$ cat config.mk
export PLATFORM = sky130hd
export DESIGN_NAME = alu_entry_ctrl
export DESIGN_NICKNAME = d
export VERILOG_FILES = /design/src/rtl/alu_entry_ctrl.sv
export SDC_FILE = /design/constraint.sdc
export NUM_CORES = 1
export LEC_CHECK = 0
export CAP_MARGIN = 20
export CORE_MARGIN = 2
export CORE_UTILIZATION = 53
export CTS_BUF_LIST = sky130_fd_sc_hd__clkbuf_4 sky130_fd_sc_hd__clkbuf_8 sky130_fd_sc_hd__clkbuf_16
export DETAILED_ROUTE_END_ITERATION = 10
export GPL_TIMING_DRIVEN = 1
export PLACE_DENSITY_LB_ADDON = 0.08
export SYNTH_ARGS = -nofsm -noshare
export SYNTH_HDL_FRONTEND = slang
export SYNTH_SLANG_ARGS = --single-unit
export TNS_END_PERCENT = 5
$ cat constraint.sdc
create_clock -name clock -period 2.1 [get_ports clock]
set_input_delay 0.315 -clock clock [delete_from_list [all_inputs] [get_ports clock]]
set_output_delay 0.315 -clock clock [all_outputs]
set_load 0.1 [all_outputs]
$ cat src/rtl/alu_entry_ctrl.sv
// Operand-entry controller for a switch/button driven ALU front panel.
// The user walks through A -> B -> OP with the "enter" button, launches
// the ALU, waits for completion (or a timeout) and then views the result.
// Handshake: alu_start is a one-cycle launch strobe; alu_done is a
// one-cycle completion strobe that only counts while in S_EXEC.
module alu_entry_ctrl #(
   parameter int WIDTH   = 8,
   parameter int LOCKOUT = 16,
   parameter int TIMEOUT = 255
) (
   input  logic             clock,
   input  logic             rst,
   input  logic             next_pulse,
   input  logic             back_pulse,
   input  logic [WIDTH-1:0] sw,
   input  logic             alu_done,
   output logic [WIDTH-1:0] op_a,
   output logic [WIDTH-1:0] op_b,
   output logic [2:0]       opcode,
   output logic             alu_start,
   output logic [2:0]       phase,
   output logic             result_valid,
   output logic             error
);

   typedef enum logic [2:0] {
      S_A    = 3'd0,
      S_B    = 3'd1,
      S_OP   = 3'd2,
      S_EXEC = 3'd3,
      S_SHOW = 3'd4
   } state_t;

   localparam int          LW      = (LOCKOUT > 0) ? $clog2(LOCKOUT + 1) : 1;
   localparam logic [15:0] TO_LAST = 16'(TIMEOUT - 1);

   state_t           state_q, state_d;
   logic [WIDTH-1:0] op_a_q, op_a_d;
   logic [WIDTH-1:0] op_b_q, op_b_d;
   logic [2:0]       opcode_q, opcode_d;
   logic             alu_start_q, alu_start_d;
   logic             result_valid_q, result_valid_d;
   logic             error_q, error_d;
   logic [LW-1:0]    lock_cnt_q, lock_cnt_d;
   logic [15:0]      to_cnt_q, to_cnt_d;

   logic             press;
   logic             accept;
   logic             is_back;

   // Press qualification, lockout countdown and the entry/exec state machine.
   always_comb begin
      state_d        = state_q;
      op_a_d         = op_a_q;
      op_b_d         = op_b_q;
      opcode_d       = opcode_q;
      alu_start_d    = 1'b0;
      result_valid_d = result_valid_q;
      error_d        = error_q;
      lock_cnt_d     = lock_cnt_q;
      to_cnt_d       = to_cnt_q;

      // Back wins when both buttons fire together.
      press   = next_pulse | back_pulse;
      is_back = back_pulse;
      // Presses while the ALU runs are dropped and never arm the lockout.
      accept  = press && (lock_cnt_q == '0) && (state_q != S_EXEC);

      if (accept) begin
         lock_cnt_d = LW'(LOCKOUT);
      end else if (lock_cnt_q != '0) begin
         lock_cnt_d = lock_cnt_q - 1'b1;
      end

      case (state_q)
         S_A: begin
            if (accept && !is_back) begin
               op_a_d  = sw;
               state_d = S_B;
            end
         end
         S_B: begin
            if (accept) begin
               if (is_back) begin
                  state_d = S_A;
               end else begin
                  op_b_d  = sw;
                  state_d = S_OP;
               end
            end
         end
         S_OP: begin
            if (accept) begin
               if (is_back) begin
                  state_d = S_B;
               end else begin
                  opcode_d    = sw[2:0];
                  alu_start_d = 1'b1;
                  to_cnt_d    = '0;
                  state_d     = S_EXEC;
               end
            end
         end
         S_EXEC: begin
            // A done strobe on the final allowed cycle still counts as success.
            if (alu_done) begin
               result_valid_d = 1'b1;
               error_d        = 1'b0;
               state_d        = S_SHOW;
            end else if (to_cnt_q == TO_LAST) begin
               result_valid_d = 1'b0;
               error_d        = 1'b1;
               state_d        = S_SHOW;
            end else begin
               to_cnt_d = to_cnt_q + 16'd1;
            end
         end
         S_SHOW: begin
            if (accept) begin
               result_valid_d = 1'b0;
               error_d        = 1'b0;
               state_d        = S_A;
            end
         end
         default: begin
            state_d = S_A;
         end
      endcase
   end

   // State and output registers with asynchronous active-low clear.
   always_ff @(posedge clock or negedge rst) begin
      if (!rst) begin
         state_q        <= S_A;
         op_a_q         <= '0;
         op_b_q         <= '0;
         opcode_q       <= '0;
         alu_start_q    <= 1'b0;
         result_valid_q <= 1'b0;
         error_q        <= 1'b0;
         lock_cnt_q     <= '0;
         to_cnt_q       <= '0;
      end else begin
         state_q        <= state_d;
         op_a_q         <= op_a_d;
         op_b_q         <= op_b_d;
         opcode_q       <= opcode_d;
         alu_start_q    <= alu_start_d;
         result_valid_q <= result_valid_d;
         error_q        <= error_d;
         lock_cnt_q     <= lock_cnt_d;
         to_cnt_q       <= to_cnt_d;
      end
   end

   assign op_a         = op_a_q;
   assign op_b         = op_b_q;
   assign opcode       = opcode_q;
   assign alu_start    = alu_start_q;
   assign phase        = state_q;
   assign result_valid = result_valid_q;
   assign error        = error_q;

endmodule

==> impl_metrics.env, run 1 <==
export IMPL_path_cells="inv_1 -> ha_1 -> nor4b_4 -> and3_1 -> nand4b_4 -> mux2_2"
export IMPL_clk_pin_slew_ns=0.10
export IMPL_fp_dieArea_sq_mm=0.00487
export IMPL_die_h_um=69.8
export IMPL_core_sq_mm=0.00409
export IMPL_nets=278
export IMPL_fillers=349
export IMPL_pwr_density_cell_mw_per_mm2=1330
export IMPL_fin_skew_ns=0.00933
export IMPL_cellLeakagePower_nw=1.33
export IMPL_crit_cells=6
export IMPL_cts_tree="built"
export IMPL_cp_slowest_stage_delay_ns=0.41
export IMPL_relSlewSlack_pct=66.1
export IMPL_start_kind="flip-flop"
export IMPL_critPathRequiredTime_ns=2.30
export IMPL_initial_core_util_pct=56.1
export IMPL_hold_viol=0
export IMPL_ys_seq_elements=46
export IMPL_drive_gt1_share_pct=27.5
export IMPL_routedWlPerCell_um=15.4
export IMPL_cp_top_family="simple AND/OR/NAND/NOR gates"
export IMPL_maxSlewViolCount=0
export IMPL_io_buffers=37
export IMPL_critPathMaxFanout=8
export IMPL_vias_per_cell=5.77
export IMPL_status="finished clean"
export IMPL_grt_first_pass_wirelength_mm=8.38
export IMPL_via_count=1800
export IMPL_grt_max_degree=24
export IMPL_ys_seq_area_share_pct=50.2
export IMPL_antenna_found_initial=0
export IMPL_die_w_um=69.8
export IMPL_place_inst=303
export IMPL_gp_congestion=0.858
export IMPL_min_period_over_period_pct=93.1
export IMPL_cap_violations=0
export IMPL_tightest_slew_ns=0.508
export IMPL_antenna_cells=0
export IMPL_final_cells=312
export IMPL_yosysWarnings=0
export IMPL_cts_resized=0
export IMPL_post_cts_buffers=0
export IMPL_rsz0062_at_grt="false"
export IMPL_drtIter0Drc=87
export IMPL_min_period_ns=1.96
export IMPL_area_delta_synth_final_pct=22.3
export IMPL_min_path_type="flip-flop to flip-flop"
export IMPL_dp_hpwl_mm=3.48
export IMPL_root_buffer="clkbuf_8"
export IMPL_grt_remaining_overflow=0
export IMPL_synthCells=215
export IMPL_ant_nets=0
export IMPL_cp_slowest_cell="dfrtp_1"
export IMPL_finalPower_mw=3.73
export IMPL_cts_buffers=5
export IMPL_post_route_util_pct=68.6
export IMPL_cp_num_buf_inv=1
export IMPL_critical_path_arrival_ns=2.15
export IMPL_drt_pass1_iter_count=4
export IMPL_setup_tns_ns=0
export IMPL_num_io_pins=38
export IMPL_worst_r2r_setup_slack_ns=0.14
export IMPL_groute_usage_overall_pct=21.5
export IMPL_rr_worst_depth=6
export IMPL_peakVddDrop_uv=1220
export IMPL_rows=23
export IMPL_route_detailed_drc=0
export IMPL_cts_htree_levels=2
export IMPL_netlist_area_sq_mm=0.00229
export IMPL_grt_pass1_vias=1757
export IMPL_critPathKind="flip-flop to flip-flop"
export IMPL_mappedNetlistNets=232
export IMPL_avgSynthCellArea_sq_um=10.7
export IMPL_cts_buffer_depth=2
export IMPL_end_kind="flip-flop"
export IMPL_hold_depth=2
export IMPL_wirelength_mm=4.80
export IMPL_fmax_mhz=511
export IMPL_clkLatencyLatePin_ns=0.30
export IMPL_setup_viol=0
export IMPL_synth_distinct_cells=45
export IMPL_cts_sinks=46
## cells in the mapped netlist
cell	number	area [sq um]
dfrtp_1	46	1150
nand2_1	23	86.3
mux2_2	16	180
a21oi_1	15	75.1
nand3_1	10	50.1
nor2_1	10	37.5
inv_1	9	33.8
mux2i_1	8	80.1
o21ai_0	8	40.0
clkbuf_1	5	18.8
nand4_1	5	31.3
and3_1	4	25.0
ha_1	4	50.1
nand2b_1	4	25.0
buf_2	3	15.0
xnor2_1	3	26.3
a211oi_1	2	15.0
a31o_2	2	17.5
a31oi_1	2	12.5
a32o_1	2	20.0
and2_1	2	12.5
and4_1	2	17.5
buf_4	2	15.0
nor3_1	2	10.0
nor4_1	2	12.5
o211ai_1	2	15.0
or2_2	2	12.5
or3_1	2	12.5
or4_1	2	15.0
a21o_1	1	7.51
a221o_1	1	10.0
a22oi_1	1	7.51
and3b_1	1	8.76
and4b_1	1	10.0
and4bb_2	1	12.5
nand3_4	1	17.5
nand3b_1	1	7.51
nand4b_1	1	8.76
nand4b_4	1	23.8
nand4bb_1	1	11.3
nor4b_1	1	8.76
nor4b_4	1	23.8
o22ai_1	1	6.26
o31ai_1	1	7.51
xor2_1	1	8.76
## worst paths after layout
| check | from | endpoint |
|---|---|---|
| worst max-delay path | lock_cnt_q[0]$_DFFE_PN0P_ | op_b[5]$_DFFE_PN0P_ |
| worst min-delay path | opcode[2]$_DFFE_PN0P_ | opcode[2]$_DFFE_PN0P_ |
| worst max register to register | lock_cnt_q[0]$_DFFE_PN0P_ | op_b[5]$_DFFE_PN0P_ |
| worst min register to register | opcode[2]$_DFFE_PN0P_ | opcode[2]$_DFFE_PN0P_ |
| max in group asynchronous | rst | to_cnt_q[13]$_DFFE_PN0P_ |
| min in group asynchronous | rst | op_a[2]$_DFFE_PN0P_ |
## layer usage
layer | vias to the layer above | global-route usage (%) | wire (um)
met2 | 43 | 34.5 | 2310
met4 | 0 | 6.41 | 74
li1 | 867 | - | -
met5 | - | 0 | 0
met3 | 8 | 5.38 | 210
met1 | 882 | 28.8 | 2210
## flip-flops by register name (all words and copies together), names as in the netlist
signal	flops
op_a	8
alu_start	1
opcode	3
result_valid	1
to_cnt_q	16
phase	3
error	1
lock_cnt_q	5
op_b	8
## kinds of logic after synthesis
| logic type | after synthesis | synth area share (%) |
|---|---|---|
| compound gates | 38 | 10.2 |
| xor+xnor | 4 | 1.53 |
| fa+ha+maj | 4 | 2.18 |
| buf+inv | 19 | 3.60 |
| flops | 46 | 50.2 |
| mux | 24 | 11.3 |
| simple gates | 80 | 20.9 |
## report_power, final
group	total, mW	switching, mW	internal, mW
Combinational	1.85	1.39	0.460
Sequential	1.31	0.195	1.11
Clock	0.582	0.333	0.249
## repair_timing
item / CTS / global route
setup endpoints to repair: 0 / 0
hold endpoints to repair: 21 / 0
hold buffers: 1 / 0
## worst reg2reg max path, stage by stage, from the launching register on
cell and delay, ns:
dfrtp_1 0.41, inv_1 0.08, ha_1 0.18, nor4b_4 0.22
and3_1 0.36, nand4b_4 0.25, mux2_2 0.35
## cells in the final DEF (no fill, tap or decap), drive strengths merged, types with 3 or more instances in the layout
master / n
mux2i: 8
clkbuf: 5
ha: 4
o21ai: 8
nand4: 5
buf: 37
and3: 4
clkdlybuf4s50: 11
xnor2: 3
nand2: 23
mux2: 16
inv: 11
nor2: 10
nand3: 11
dfrtp: 46
a21oi: 15
nand2b: 4
## per-stage QoR
stage / area, sq um / worst slack, ns / hold slack, ns
finish: 2800 / 0.145 / 0.474
global route: 2800 / 0.0466 / 0.510
CTS: 2800 / 0.123 / 0.479
detailed placement: 2700 / -0.00379 / 0.323
global placement: 2700 / 0.0236 / 0.315
floorplan: 2300 / -0.0897 / 0.0194
## area by class of cell
cell class | instances | area, sq um | share of cell area [%]
multi-input cells | 150 | 1060 | 37.8
inverters | 9 | 33.8 | 1.20
repair buffers | 49 | 395 | 14.1
well taps | 50 | 62.6 | 2.23
clock buffers | 5 | 68.8 | 2.45
clock inverters | 3 | 28.8 | 1.03
flip-flops and latches | 46 | 1150 | 41.2
No activity file was read; power rests on OpenSTA's default activity.
==> inputs of run 2 (changes only) <==
==> constraint.sdc (replaced) <==
create_clock -name clock -period 2.1 [get_ports clock]
set_input_delay 0.42 -clock clock [delete_from_list [all_inputs] [get_ports clock]]
set_output_delay 0.42 -clock clock [all_outputs]
set_load 0.1 [all_outputs]
==> impl_metrics.env, run 2 (synthesized netlist as in run 1, its figures left out) <==
export IMPL_status="finished clean"
export IMPL_top_register="to_cnt_q"
export IMPL_layout_common_cells="43 x dfrtp_1, 35 x buf_4, 23 x nand2_1, 16 x mux2_2, 15 x a21oi_1"
export IMPL_fin_skew_ns=0.00666
export IMPL_largest_register_ffs=16
export IMPL_critPathMaxFanout=3
export IMPL_antenna_cells=0
export IMPL_min_period_ns=1.90
export IMPL_gp_congestion=0.828
export IMPL_cellLeakagePower_nw=1.33
export IMPL_die_h_um=69.8
export IMPL_drtIter0Drc=95
export IMPL_grt_first_pass_wirelength_mm=8.16
export IMPL_cts_tree="built"
export IMPL_area_delta_synth_final_pct=22.1
export IMPL_grt_remaining_overflow=0
export IMPL_initial_core_util_pct=56.1
export IMPL_relSlewSlack_pct=65.8
export IMPL_place_area_sq_mm=0.00271
export IMPL_grt_max_degree=26
export IMPL_rows=23
export IMPL_maxSlewViolCount=0
export IMPL_fmax_mhz=525
export IMPL_via_count=1733
export IMPL_route_detailed_drc=0
export IMPL_fp_dieArea_sq_mm=0.00487
export IMPL_clk_pin_slew_ns=0.09
export IMPL_root_buffer="clkbuf_8"
export IMPL_nets=277
export IMPL_finalPower_mw=3.70
export IMPL_critPathRequiredTime_ns=2.33
export IMPL_start_kind="input pin"
export IMPL_groute_usage_overall_pct=20.7
export IMPL_cap_violations=0
export IMPL_cts_htree_levels=2
export IMPL_postLayoutSetupSlackWorst_ns=0.195
export IMPL_drive_gt1_share_pct=28.0
export IMPL_final_area_sq_mm=0.00280
export IMPL_cts_hold_buf=0
export IMPL_whs_ns=0.0759
export IMPL_hold_viol=0
export IMPL_die_w_um=69.8
export IMPL_end_kind="flip-flop"
export IMPL_critPathKind="input pin to flip-flop"
export IMPL_final_common_cell="dfrtp_1"
export IMPL_tightest_slew_ns=0.513
export IMPL_num_io_pins=38
export IMPL_antenna_found_initial=0
export IMPL_cts_buffer_depth=2
export IMPL_cts_sinks=46
export IMPL_wirelength_mm=4.64
export IMPL_min_path_type="input pin to asynchronous set/reset pin"
export IMPL_setup_tns_ns=0
export IMPL_rsz0062_at_grt="false"
export IMPL_drt_pass1_iter_count=4
export IMPL_cts_buffers=5
export IMPL_core_sq_mm=0.00409
export IMPL_peakVddDrop_uv=1260
export IMPL_vias_per_cell=5.57
export IMPL_critical_path_arrival_ns=2.13
export IMPL_routedWlPerCell_um=14.9
export IMPL_ant_nets=0
export IMPL_io_buffers=37
export IMPL_dp_hpwl_mm=3.32
export IMPL_post_cts_buffers=0
export IMPL_pre_cts_ws_ns=-0.105
export IMPL_setup_viol=0
export IMPL_grt_pass1_vias=1725
export IMPL_min_period_over_period_pct=90.7
export IMPL_pwr_density_cell_mw_per_mm2=1320
export IMPL_clkLatencyLatePin_ns=0.30
==> run 2: changes by cell type in the layout (fill, tap and decap cells not counted) <==
| cell | delta |
|---|---|
| and3_1 | -1 |
| and3_2 | +1 |
| buf_12 | +1 |
| buf_4 | -1 |
| clkbuf_4 | +1 |
| clkinv_2 | +1 |
| dlygate4sd3_1 | -1 |
| inv_6 | -1 |
| inv_8 | -1 |
==> run 2: report_power, final <==
part | internal (mW) | total (mW) | switching, mW
clock | 0.248 | 0.551 | 0.303
combinational | 0.462 | 1.84 | 1.38
sequential | 1.11 | 1.31 | 0.197
total | 1.82 | 3.70 | 1.88
==> run 2: final cells by class <==
type / count / area (sq um)
Clock buffer: 6 / 76.3
Clock inverter: 2 / 13.8
Fill cell: 322 / 1290
Inverter: 9 / 33.8
Multi-Input combinational cell: 150 / 1060
Sequential cell: 46 / 1150
Tap cell: 50 / 62.6
Timing Repair Buffer: 48 / 398
==> run 2: repair_timing <==
action                     in CTS  in global routing
hold endpoints to repair        0                  0
gates resized for setup         0                  1
setup endpoints to repair       0                  8
==> run 2: final timing paths <==
check	startpoint	to	slack, ns	depth (start not counted)
setup / recovery	alu_done	to_cnt_q[11]$_DFFE_PN0P_	0.20	5
hold / removal	rst	lock_cnt_q[2]$_DFFE_PN0P_	0.08	1
setup reg to reg	lock_cnt_q[0]$_DFFE_PN0P_	op_b[7]$_DFFE_PN0P_	0.21	6
hold reg to reg	opcode[1]$_DFFE_PN0P_	opcode[1]$_DFFE_PN0P_	0.47	2
max in group asynchronous	rst	phase[2]$_DFFE_PN0P_	1.50	2
min in group clock	opcode[1]$_DFFE_PN0P_	opcode[1]$_DFFE_PN0P_	0.47	2
==> run 2: routing by layer <==
layer | vias up | wire (um) | GRT usage (%)
met4 | 0 | 47 | 6.62
met2 | 33 | 2150 | 31.9
met3 | 4 | 165 | 3.92
met5 | - | 0 | 0
met1 | 831 | 2290 | 29.7
li1 | 865 | - | -
==> run 2: stage by stage <==
stage | std cells | util [%]
floorplan | 215 | -
global placement | 303 | 66.3
detailed placement | 303 | 66.3
CTS | 311 | 68.5
global route | 311 | 68.5
finish | 311 | 68.5
==> run 2: critical path, cell delays in order <==
cell and delay (ns):
clkdlybuf4s50_1 0.42, nand4bb_1 0.23, or4_1 0.55, or3_1 0.37, a21oi_1 0.14
